[config.mk]
export PLATFORM = sky130hd
export DESIGN_NAME = fb_write_scheduler
export DESIGN_NICKNAME = d
export VERILOG_FILES = /design/src/rtl/fb_write_scheduler.sv
export SDC_FILE = /design/constraint.sdc
export NUM_CORES = 1
export LEC_CHECK = 0
export CAP_MARGIN = 40
export CORE_MARGIN = 2
export CORE_UTILIZATION = 30
export CTS_CLUSTER_DIAMETER = 50
export CTS_CLUSTER_SIZE = 12
export DETAILED_ROUTE_END_ITERATION = 10
export SLEW_MARGIN = 5
export SYNTH_ARGS = -nofsm -noshare
export SYNTH_HDL_FRONTEND = slang
export SYNTH_SLANG_ARGS = --single-unit
export TNS_END_PERCENT = 100
[constraint.sdc]
create_clock -name clk -period 4.6 [get_ports clk]
set_input_delay 0.92 -clock clk [delete_from_list [all_inputs] [get_ports clk]]
set_output_delay 0.92 -clock clk [all_outputs]
set_load 0.02 [all_outputs]
[src/rtl/fb_write_scheduler.sv]
// Arbitrates the single framebuffer write port between a raster clear engine and a draw requester.
// Latency 1 (draw accept -> fb_we); output slot stalls on !fb_ready and draw_ready drops while it is full.
// Clear sweeps x first then y with a colour latched at request; clear_done pulses after the last clear write is taken.
module fb_write_scheduler #(
    parameter int WIDTH   = 11,
    parameter int HACTIVE = 1280,
    parameter int VACTIVE = 640,
    parameter int COLOR_W = 24
) (
    input  logic               clk,
    input  logic               reset,
    input  logic               clear_req,
    input  logic [COLOR_W-1:0] clear_color,
    output logic               clear_busy,
    output logic               clear_done,
    input  logic               draw_valid,
    input  logic [WIDTH-1:0]   draw_x,
    input  logic [WIDTH-1:0]   draw_y,
    input  logic [COLOR_W-1:0] draw_color,
    output logic               draw_ready,
    output logic               fb_we,
    output logic [WIDTH-1:0]   fb_x,
    output logic [WIDTH-1:0]   fb_y,
    output logic [COLOR_W-1:0] fb_color,
    input  logic               fb_ready
);

    typedef enum logic [1:0] {
        ST_IDLE  = 2'd0,
        ST_CLEAR = 2'd1,
        ST_DRAIN = 2'd2
    } state_t;

    localparam logic [WIDTH-1:0] X_LAST = WIDTH'(HACTIVE - 1);
    localparam logic [WIDTH-1:0] Y_LAST = WIDTH'(VACTIVE - 1);

    state_t             state_q, state_d;
    logic [WIDTH-1:0]   cx_q, cx_d;
    logic [WIDTH-1:0]   cy_q, cy_d;
    logic [COLOR_W-1:0] color_q, color_d;
    logic               we_q, we_d;
    logic [WIDTH-1:0]   x_q, x_d;
    logic [WIDTH-1:0]   y_q, y_d;
    logic [COLOR_W-1:0] c_q, c_d;
    logic               done_q, done_d;
    logic               slot_free;

    assign slot_free  = !we_q || fb_ready;
    assign draw_ready = (state_q == ST_IDLE) && !clear_req && slot_free;
    assign clear_busy = (state_q != ST_IDLE);
    assign clear_done = done_q;
    assign fb_we      = we_q;
    assign fb_x       = x_q;
    assign fb_y       = y_q;
    assign fb_color   = c_q;

    always_comb begin
        state_d = state_q;
        cx_d    = cx_q;
        cy_d    = cy_q;
        color_d = color_q;
        we_d    = we_q;
        x_d     = x_q;
        y_d     = y_q;
        c_d     = c_q;
        done_d  = 1'b0;

        // A drained slot empties unless something below reloads it this cycle.
        if (slot_free) begin
            we_d = 1'b0;
        end

        case (state_q)
            ST_IDLE: begin
                if (clear_req) begin
                    state_d = ST_CLEAR;
                    color_d = clear_color;
                    cx_d    = '0;
                    cy_d    = '0;
                end else if (draw_valid && slot_free) begin
                    we_d = 1'b1;
                    x_d  = draw_x;
                    y_d  = draw_y;
                    c_d  = draw_color;
                end
            end
            ST_CLEAR: begin
                if (slot_free) begin
                    we_d = 1'b1;
                    x_d  = cx_q;
                    y_d  = cy_q;
                    c_d  = color_q;
                    if (cx_q == X_LAST) begin
                        cx_d = '0;
                        if (cy_q == Y_LAST) begin
                            cy_d    = '0;
                            state_d = ST_DRAIN;
                        end else begin
                            cy_d = cy_q + WIDTH'(1);
                        end
                    end else begin
                        cx_d = cx_q + WIDTH'(1);
                    end
                end
            end
            ST_DRAIN: begin
                if (we_q && fb_ready) begin
                    state_d = ST_IDLE;
                    done_d  = 1'b1;
                end
            end
            default: begin
                state_d = ST_IDLE;
            end
        endcase
    end

    always_ff @(posedge clk or negedge reset) begin
        if (!reset) begin
            state_q <= ST_IDLE;
            cx_q    <= '0;
            cy_q    <= '0;
            color_q <= '0;
            we_q    <= 1'b0;
            x_q     <= '0;
            y_q     <= '0;
            c_q     <= '0;
            done_q  <= 1'b0;
        end else begin
            state_q <= state_d;
            cx_q    <= cx_d;
            cy_q    <= cy_d;
            color_q <= color_d;
            we_q    <= we_d;
            x_q     <= x_d;
            y_q     <= y_d;
            c_q     <= c_d;
            done_q  <= done_d;
        end
    end

endmodule
==> flow_summary.toml, run 1 <==
[detailed_routing]
avgViaCountPerCell = 4.74
drt_pre_antenna_iters = 4
drc = 0
drt-total-wl_um = 10900
dr.first_iter.drc_count = 135
via_total_after_detailed_routing = 3383
final_antenna_net_count = 0
avgRoutedWirePerCell_um = 15.3

[cts]
clock_path_buffers = 2
cts.sinks = 96
postCtsResizedCells = 0
clk_root_buffer_cell = "sky130_fd_sc_hd__clkbuf_16"
cts_hold_repair.buffers = 0
worst_setup_hold_path_clk_slew_ns = 0.06
cts-buffers-inserted = 9
clock_latency_ns = 0.35
clock_tree_from_tritoncts = "yes"
postCtsSetupBuffers = 0
ctsHtreeMaxLevel = 3

[critical_path]
crit_slowest_cell = "sky130_fd_sc_hd__clkdlybuf4s50_1"
critical_path_buf_inv_count = 2
setup.worst_path.start = "fb_ready"
cp-end-kind = "primary output"
critPathLaunchType = "input pin"
timing.critical_path.fanout_max = 6
worst_path_dominant_cell_family = "buffers and inverters"
timing.critical_path.slowest_cell_delay_ns = 0.65
path_cells = "clkdlybuf4s50_1, and2b_2, nor3_1, clkdlybuf4s50_1"
cp_common_cell = "sky130_fd_sc_hd__clkdlybuf4s50_1"
critPathRequiredTime_ns = 3.68
worst_ep_arrival_time_ns = 2.56
criticalPathCategory = "input pin to primary output"
rr_startpoint = "cx_q[0]"

[synthesis]
post-synth-top-area-cell = "sky130_fd_sc_hd__dfrtp_1"
synth_top_cells_by_area = "sky130_fd_sc_hd__dfrtp_1, sky130_fd_sc_hd__mux2i_1, sky130_fd_sc_hd__o21ai_0"
syn_area_um2 = 4390
ys.warnings.count = 0
ys_ff_latch = 96
synth_sequential_area_ratio_pct = 54.7
synthCells = 405
async_flop_share_pct = 100
synth_area_per_cell_um2 = 10.8
postSynth.topFlopCell = "sky130_fd_sc_hd__dfrtp_1"
synth_cell_types = 44
synth-edff-count = 0
synth_largest_type_area_fraction_pct = 54.7
synthTopCellsByCount = "sky130_fd_sc_hd__dfrtp_1, sky130_fd_sc_hd__nand2_1, sky130_fd_sc_hd__o21ai_0"
synth.most_common_cell = "sky130_fd_sc_hd__dfrtp_1"
synth_fp_nets = 482

[hold_path]
hold_path_class = "input pin to asynchronous set/reset pin"

[timing]
maxSlewViolCount = 0
setup_tns_ns = 0
timing.slew.headroom_pct = 48.8
rsz_0062_raised_after_global_routing = "no"
min_period_over_period_pct = 75.7
tightestPinTransition_ns = 0.768
final_hold_viol_count = 0
layout_min_cycle_time_ns = 3.48
setup_viol_count_final = 0
timing.fmax_mhz = 287
finalClockSkew_ns = 0.00790

[floorplanning]
floorplan.die.width_um = 125
dieArea_um2 = 15600
die_y_um = 125
core_region_area_um2 = 14400
io_pins = 125
core.rowCount = 44
effective_utilization_at_floorplan_pct = 30.4

[pwr]
switchingPower_mw = 0.586
power.switching_fraction_pct = 27.0
comb_power_share_pct = 19.1
power.clock.fraction_pct = 33.5
power_density_nw_per_um2 = 353
total_leakage_power_nw = 2.64
irDropWorstVdd_mv = 0.157
power.internal_mw = 1.58
sequentialPowerShare_pct = 47.4

[placement]
dp.cells = 697
port-buffer-count = 124
place_hpwl_um = 7770
gp_routability_congestion = 0.784

[layout]
area.growth.synth_to_final_pct = 39.9
antennaDiodeCount = 0
nets = 601
layoutNonFillerInstCount = 713
layout-drive-gt1-share_pct = 11.2

[global_routing]
grtUsageTotal_pct = 14.5
first_global_vias = 3473
antenna_found_initial = 0
overflow = 0
grt_pass1_wl_um = 18000
grt_start_max_net_pins = 62

[status]
status = "completed"

[run]
drv_cap = 0
==> flip-flops by register name (all words and copies together), names as in the netlist <==
name / count
cx_q: 11
fb_y: 11
fb_color: 24
fb_x: 11
cy_q: 11
state_q: 2
clear_done: 1
color_q: 24
fb_we: 1
==> worst paths after layout <==
path,end,cells after the start,slack (ns)
hold / removal,cy_q[9],1,0.42
hold reg to reg,fb_color[15],2,0.48
setup reg to reg,cy_q[10],6,2.27
setup / recovery,draw_ready,4,1.12
max in group asynchronous,fb_y[1],3,3.21
min in group clk,fb_color[15],2,0.48
==> cells by family after synthesis <==
family          after synthesis  share of synthesized area [%]
compound gates               83                           11.0
fa+ha+maj                     2                          0.570
xor+xnor                      8                           1.60
buf+inv                      26                           2.39
mux                          69                           16.4
flops                        96                           54.7
simple gates                121                           13.3
==> power by group through the flow <==
stage                     combinational, mW  clock [mW]  sequential, mW
after CTS                             0.420       0.750            1.03
final                                 0.413       0.726            1.03
after detailed placement              0.419           0            1.04
after global routing                  0.452       0.785            1.04
after global placement                0.409           0            1.04
after floorplan                       0.128           0            1.09
==> routing by layer <==
metal  part of all wire, %  up-vias  global-route usage (%)
met5                     0        -                       0
li1                      -     1665                       -
met2                    46       99                    23.4
met1                    46     1608                    18.5
met3                   6.4       11                    3.98
met4                   1.7        0                    5.75
==> final cells by class <==
cell class              instances  area, um2
well taps                     184        230
fillers                      1403       8290
repair buffers                130       1320
clock inverters                 2       12.5
inverters                       4       15.0
multi-input cells             283       1890
clock buffers                  14        274
flip-flops and latches         96       2400
==> metrics by stage <==
stage	util (%)	area, um2	worst slack [ns]	hold WS (ns)	power (mW)
detailed placement	40.6	5850	1.11	0.469	1.46
CTS	42.6	6140	1.11	0.412	2.20
floorplan	-	4390	2.05	0.480	1.22
global route	42.6	6140	1.02	0.421	2.28
finish	42.6	6140	1.12	0.422	2.17
global placement	40.2	5800	1.07	0.460	1.45
==> layout by cell type, fill, tap and decap left out, drive strengths merged, types with 2 or more instances in the layout <==
cell type	n
nand2	64
clkdlybuf4s50	123
a21o	2
o211ai	2
and2b	2
o21ai	60
dfrtp	96
inv	4
mux2	24
a21oi	6
xnor2	4
mux2i	45
o21bai	2
o31ai	5
clkbuf	14
nor3	7
a31oi	2
nand3	11
nand4	4
buf	7
xor2	4
and3	2
and4	2
nor2	18
or3	2
ha	2
==> worst register-to-register path: stages (launching register included) <==
cell and delay, ns:
sky130_fd_sc_hd__dfrtp_1 0.43, sky130_fd_sc_hd__ha_1 0.20, sky130_fd_sc_hd__nand3_1 0.26, sky130_fd_sc_hd__nor4_4 0.53, sky130_fd_sc_hd__o211ai_4 0.20, sky130_fd_sc_hd__or4_4 0.56
sky130_fd_sc_hd__o211ai_2 0.08
No activity file was read; power rests on OpenSTA's default activity.
==> run 2: changes to the inputs <==
==> constraint.sdc (replaced) <==
create_clock -name clk -period 2.79 [get_ports clk]
set_input_delay 0.558 -clock clk [delete_from_list [all_inputs] [get_ports clk]]
set_output_delay 0.558 -clock clk [all_outputs]
set_load 0.02 [all_outputs]
==> flow_summary.toml, run 2 (synthesized netlist as in run 1, its figures left out) <==
[status]
status = "completed"

[pwr]
power.switching_fraction_pct = 26.5
power.clock.fraction_pct = 34.0
switchingPower_mw = 0.953
totalPowerFinal_mw = 3.60
comb_power_share_pct = 18.9
power_density_nw_per_um2 = 585
sequentialPowerShare_pct = 47.1
power.internal_mw = 2.64
total_leakage_power_nw = 2.65
irDropWorstVdd_mv = 0.286

[floorplanning]
core_region_area_um2 = 14400
dieArea_um2 = 15600
floorplan.die.width_um = 125
die_y_um = 125
core.rowCount = 44
effective_utilization_at_floorplan_pct = 30.4
io_pins = 125

[layout]
area.growth.synth_to_final_pct = 40.1
layoutNonFillerInstCount = 716
antennaDiodeCount = 0
nets = 605
layout-drive-gt1-share_pct = 11.7
mostFrequentLayoutCell = "sky130_fd_sc_hd__clkdlybuf4s50_1"
final_core_util_pct = 42.6
layout_common_cells = "sky130_fd_sc_hd__clkdlybuf4s50_1, sky130_fd_sc_hd__dfrtp_1, sky130_fd_sc_hd__nand2_1"

[global_routing]
overflow = 0
grt_pass1_wl_um = 17600
grt_start_max_net_pins = 63
grtUsageTotal_pct = 14.1
first_global_vias = 3460
antenna_found_initial = 0

[critical_path]
cp_common_cell = "sky130_fd_sc_hd__clkdlybuf4s50_1"
timing.critical_path.to = "draw_ready"
ff2ff_setup_slack_ns = 0.56
worst_path_dominant_cell_family = "buffers and inverters"
critPathLaunchType = "input pin"
timing.critical_path.fanout_max = 6
critPathRequiredTime_ns = 2.23
worst_ep_arrival_time_ns = 2.22
cp-end-kind = "primary output"
timing.critical_path.slowest_cell_delay_ns = 0.66
critical_path_buf_inv_count = 2
path_depth = 4
path_cells = "clkdlybuf4s50_1, and2b_2, nor3_1, clkdlybuf4s50_1"
worst-r2r-cell-count = 7
criticalPathCategory = "input pin to primary output"
setup.worst_path.start = "fb_ready"
crit_slowest_cell = "sky130_fd_sc_hd__clkdlybuf4s50_1"
r2r_end = "cy_q[5]"
rr_startpoint = "cx_q[0]"

[timing]
setup_viol_count_final = 0
rsz_0062_raised_after_global_routing = "no"
maxSlewViolCount = 0
final_hold_viol_count = 0
layout_min_cycle_time_ns = 2.77
timing.fmax_mhz = 361
min_period_over_period_pct = 99.4
finalClockSkew_ns = 0.00588
tightestPinTransition_ns = 0.779
timing.slew.headroom_pct = 48.1

[cts]
cts_hold_repair.buffers = 0
ctsHtreeMaxLevel = 3
worst_setup_hold_path_clk_slew_ns = 0.06
clock_latency_ns = 0.35
clk_root_buffer_cell = "sky130_fd_sc_hd__clkbuf_16"
postCtsResizedCells = 0
clock_path_buffers = 2
cts-buffers-inserted = 9
cts.sinks = 96
postCtsSetupBuffers = 0
clock_tree_from_tritoncts = "yes"

[detailed_routing]
drc = 0
drt-total-wl_um = 10700
dr.first_iter.drc_count = 139
drt_pre_antenna_iters = 4
avgRoutedWirePerCell_um = 14.9
avgViaCountPerCell = 4.72
final_antenna_net_count = 0
via_total_after_detailed_routing = 3382

[placement]
dp.cells = 701
place_hpwl_um = 7550
gp_routability_congestion = 0.775
port-buffer-count = 124

[hold_path]
hold_path_class = "input pin to asynchronous set/reset pin"

[run]
drv_cap = 0
[run 2: cell types whose count changed in the layout (fill, tap and decap cells not counted), sizes merged]
cell    change
clkbuf      -2
bufinv      +1
buf         +4
[run 2: how the worst min path moves through the flow]
stage                             from           end  slack [ns]  depth (start not counted)
after detailed placement  fb_color[15]  fb_color[15]        0.47                          2
after CTS                        reset       cy_q[8]        0.26                          1
final                            reset       cy_q[7]        0.22                          1
after floorplan                  reset    clear_done        0.26                          0
after global placement    fb_color[15]  fb_color[15]        0.46                          2
after global routing             reset       cy_q[7]        0.28                          1
[run 2: area by class of cell]
type,count,area (um2)
clock inverter,3,42.5
inverter,4,15.0
timing repair buffer,134,1330
tap,184,230
multi-input combinational,283,1890
clock buffer,12,246
fill,1400,8270
sequential,96,2400
[run 2: worst reg2reg max path: cells and delay by family (launching register included)]
| kind | cells | cell delay (ns) |
|---|---|---|
| compound gates | 3 | 0.93 |
| simple gates | 2 | 0.34 |
| flops | 1 | 0.43 |
| fa+ha+maj | 1 | 0.23 |
| buf+inv | 1 | 0.17 |
[run 2: power groups by stage]
stage,sequential [mW],combinational [mW],clock (mW)
floorplan,1.80,0.211,0
global placement,1.71,0.678,0
detailed placement,1.72,0.689,0
CTS,1.70,0.692,1.26
global route,1.72,0.746,1.31
finish,1.69,0.681,1.22
[run 2: layer usage]
layer	share of wire [%]	wire, um	track usage, %	vias to the layer above
li1	-	-	-	1672
met1	46	4870	18.4	1594
met2	45	4840	22.0	99
met3	6.6	707	4.11	17
met4	2.3	244	6.27	0
met5	0	0	0	-
[run 2: per-stage QoR]
| step | cell area (um2) | setup TNS [ns] | setup slack (ns) | hold slack [ns] |
|---|---|---|---|---|
| 3_3_place_gp | 5860 | -0.00721 | -0.00721 | 0.461 |
| 3_5_place_dp | 5860 | 0 | 0.0578 | 0.470 |
| 5_1_grt | 6150 | 0 | 0.0250 | 0.283 |
| 2_1_floorplan | 4390 | 0 | 0.707 | 0.262 |
| 6_report | 6150 | 0 | 0.0167 | 0.224 |
| 4_1_cts | 6150 | 0 | 0.0578 | 0.257 |
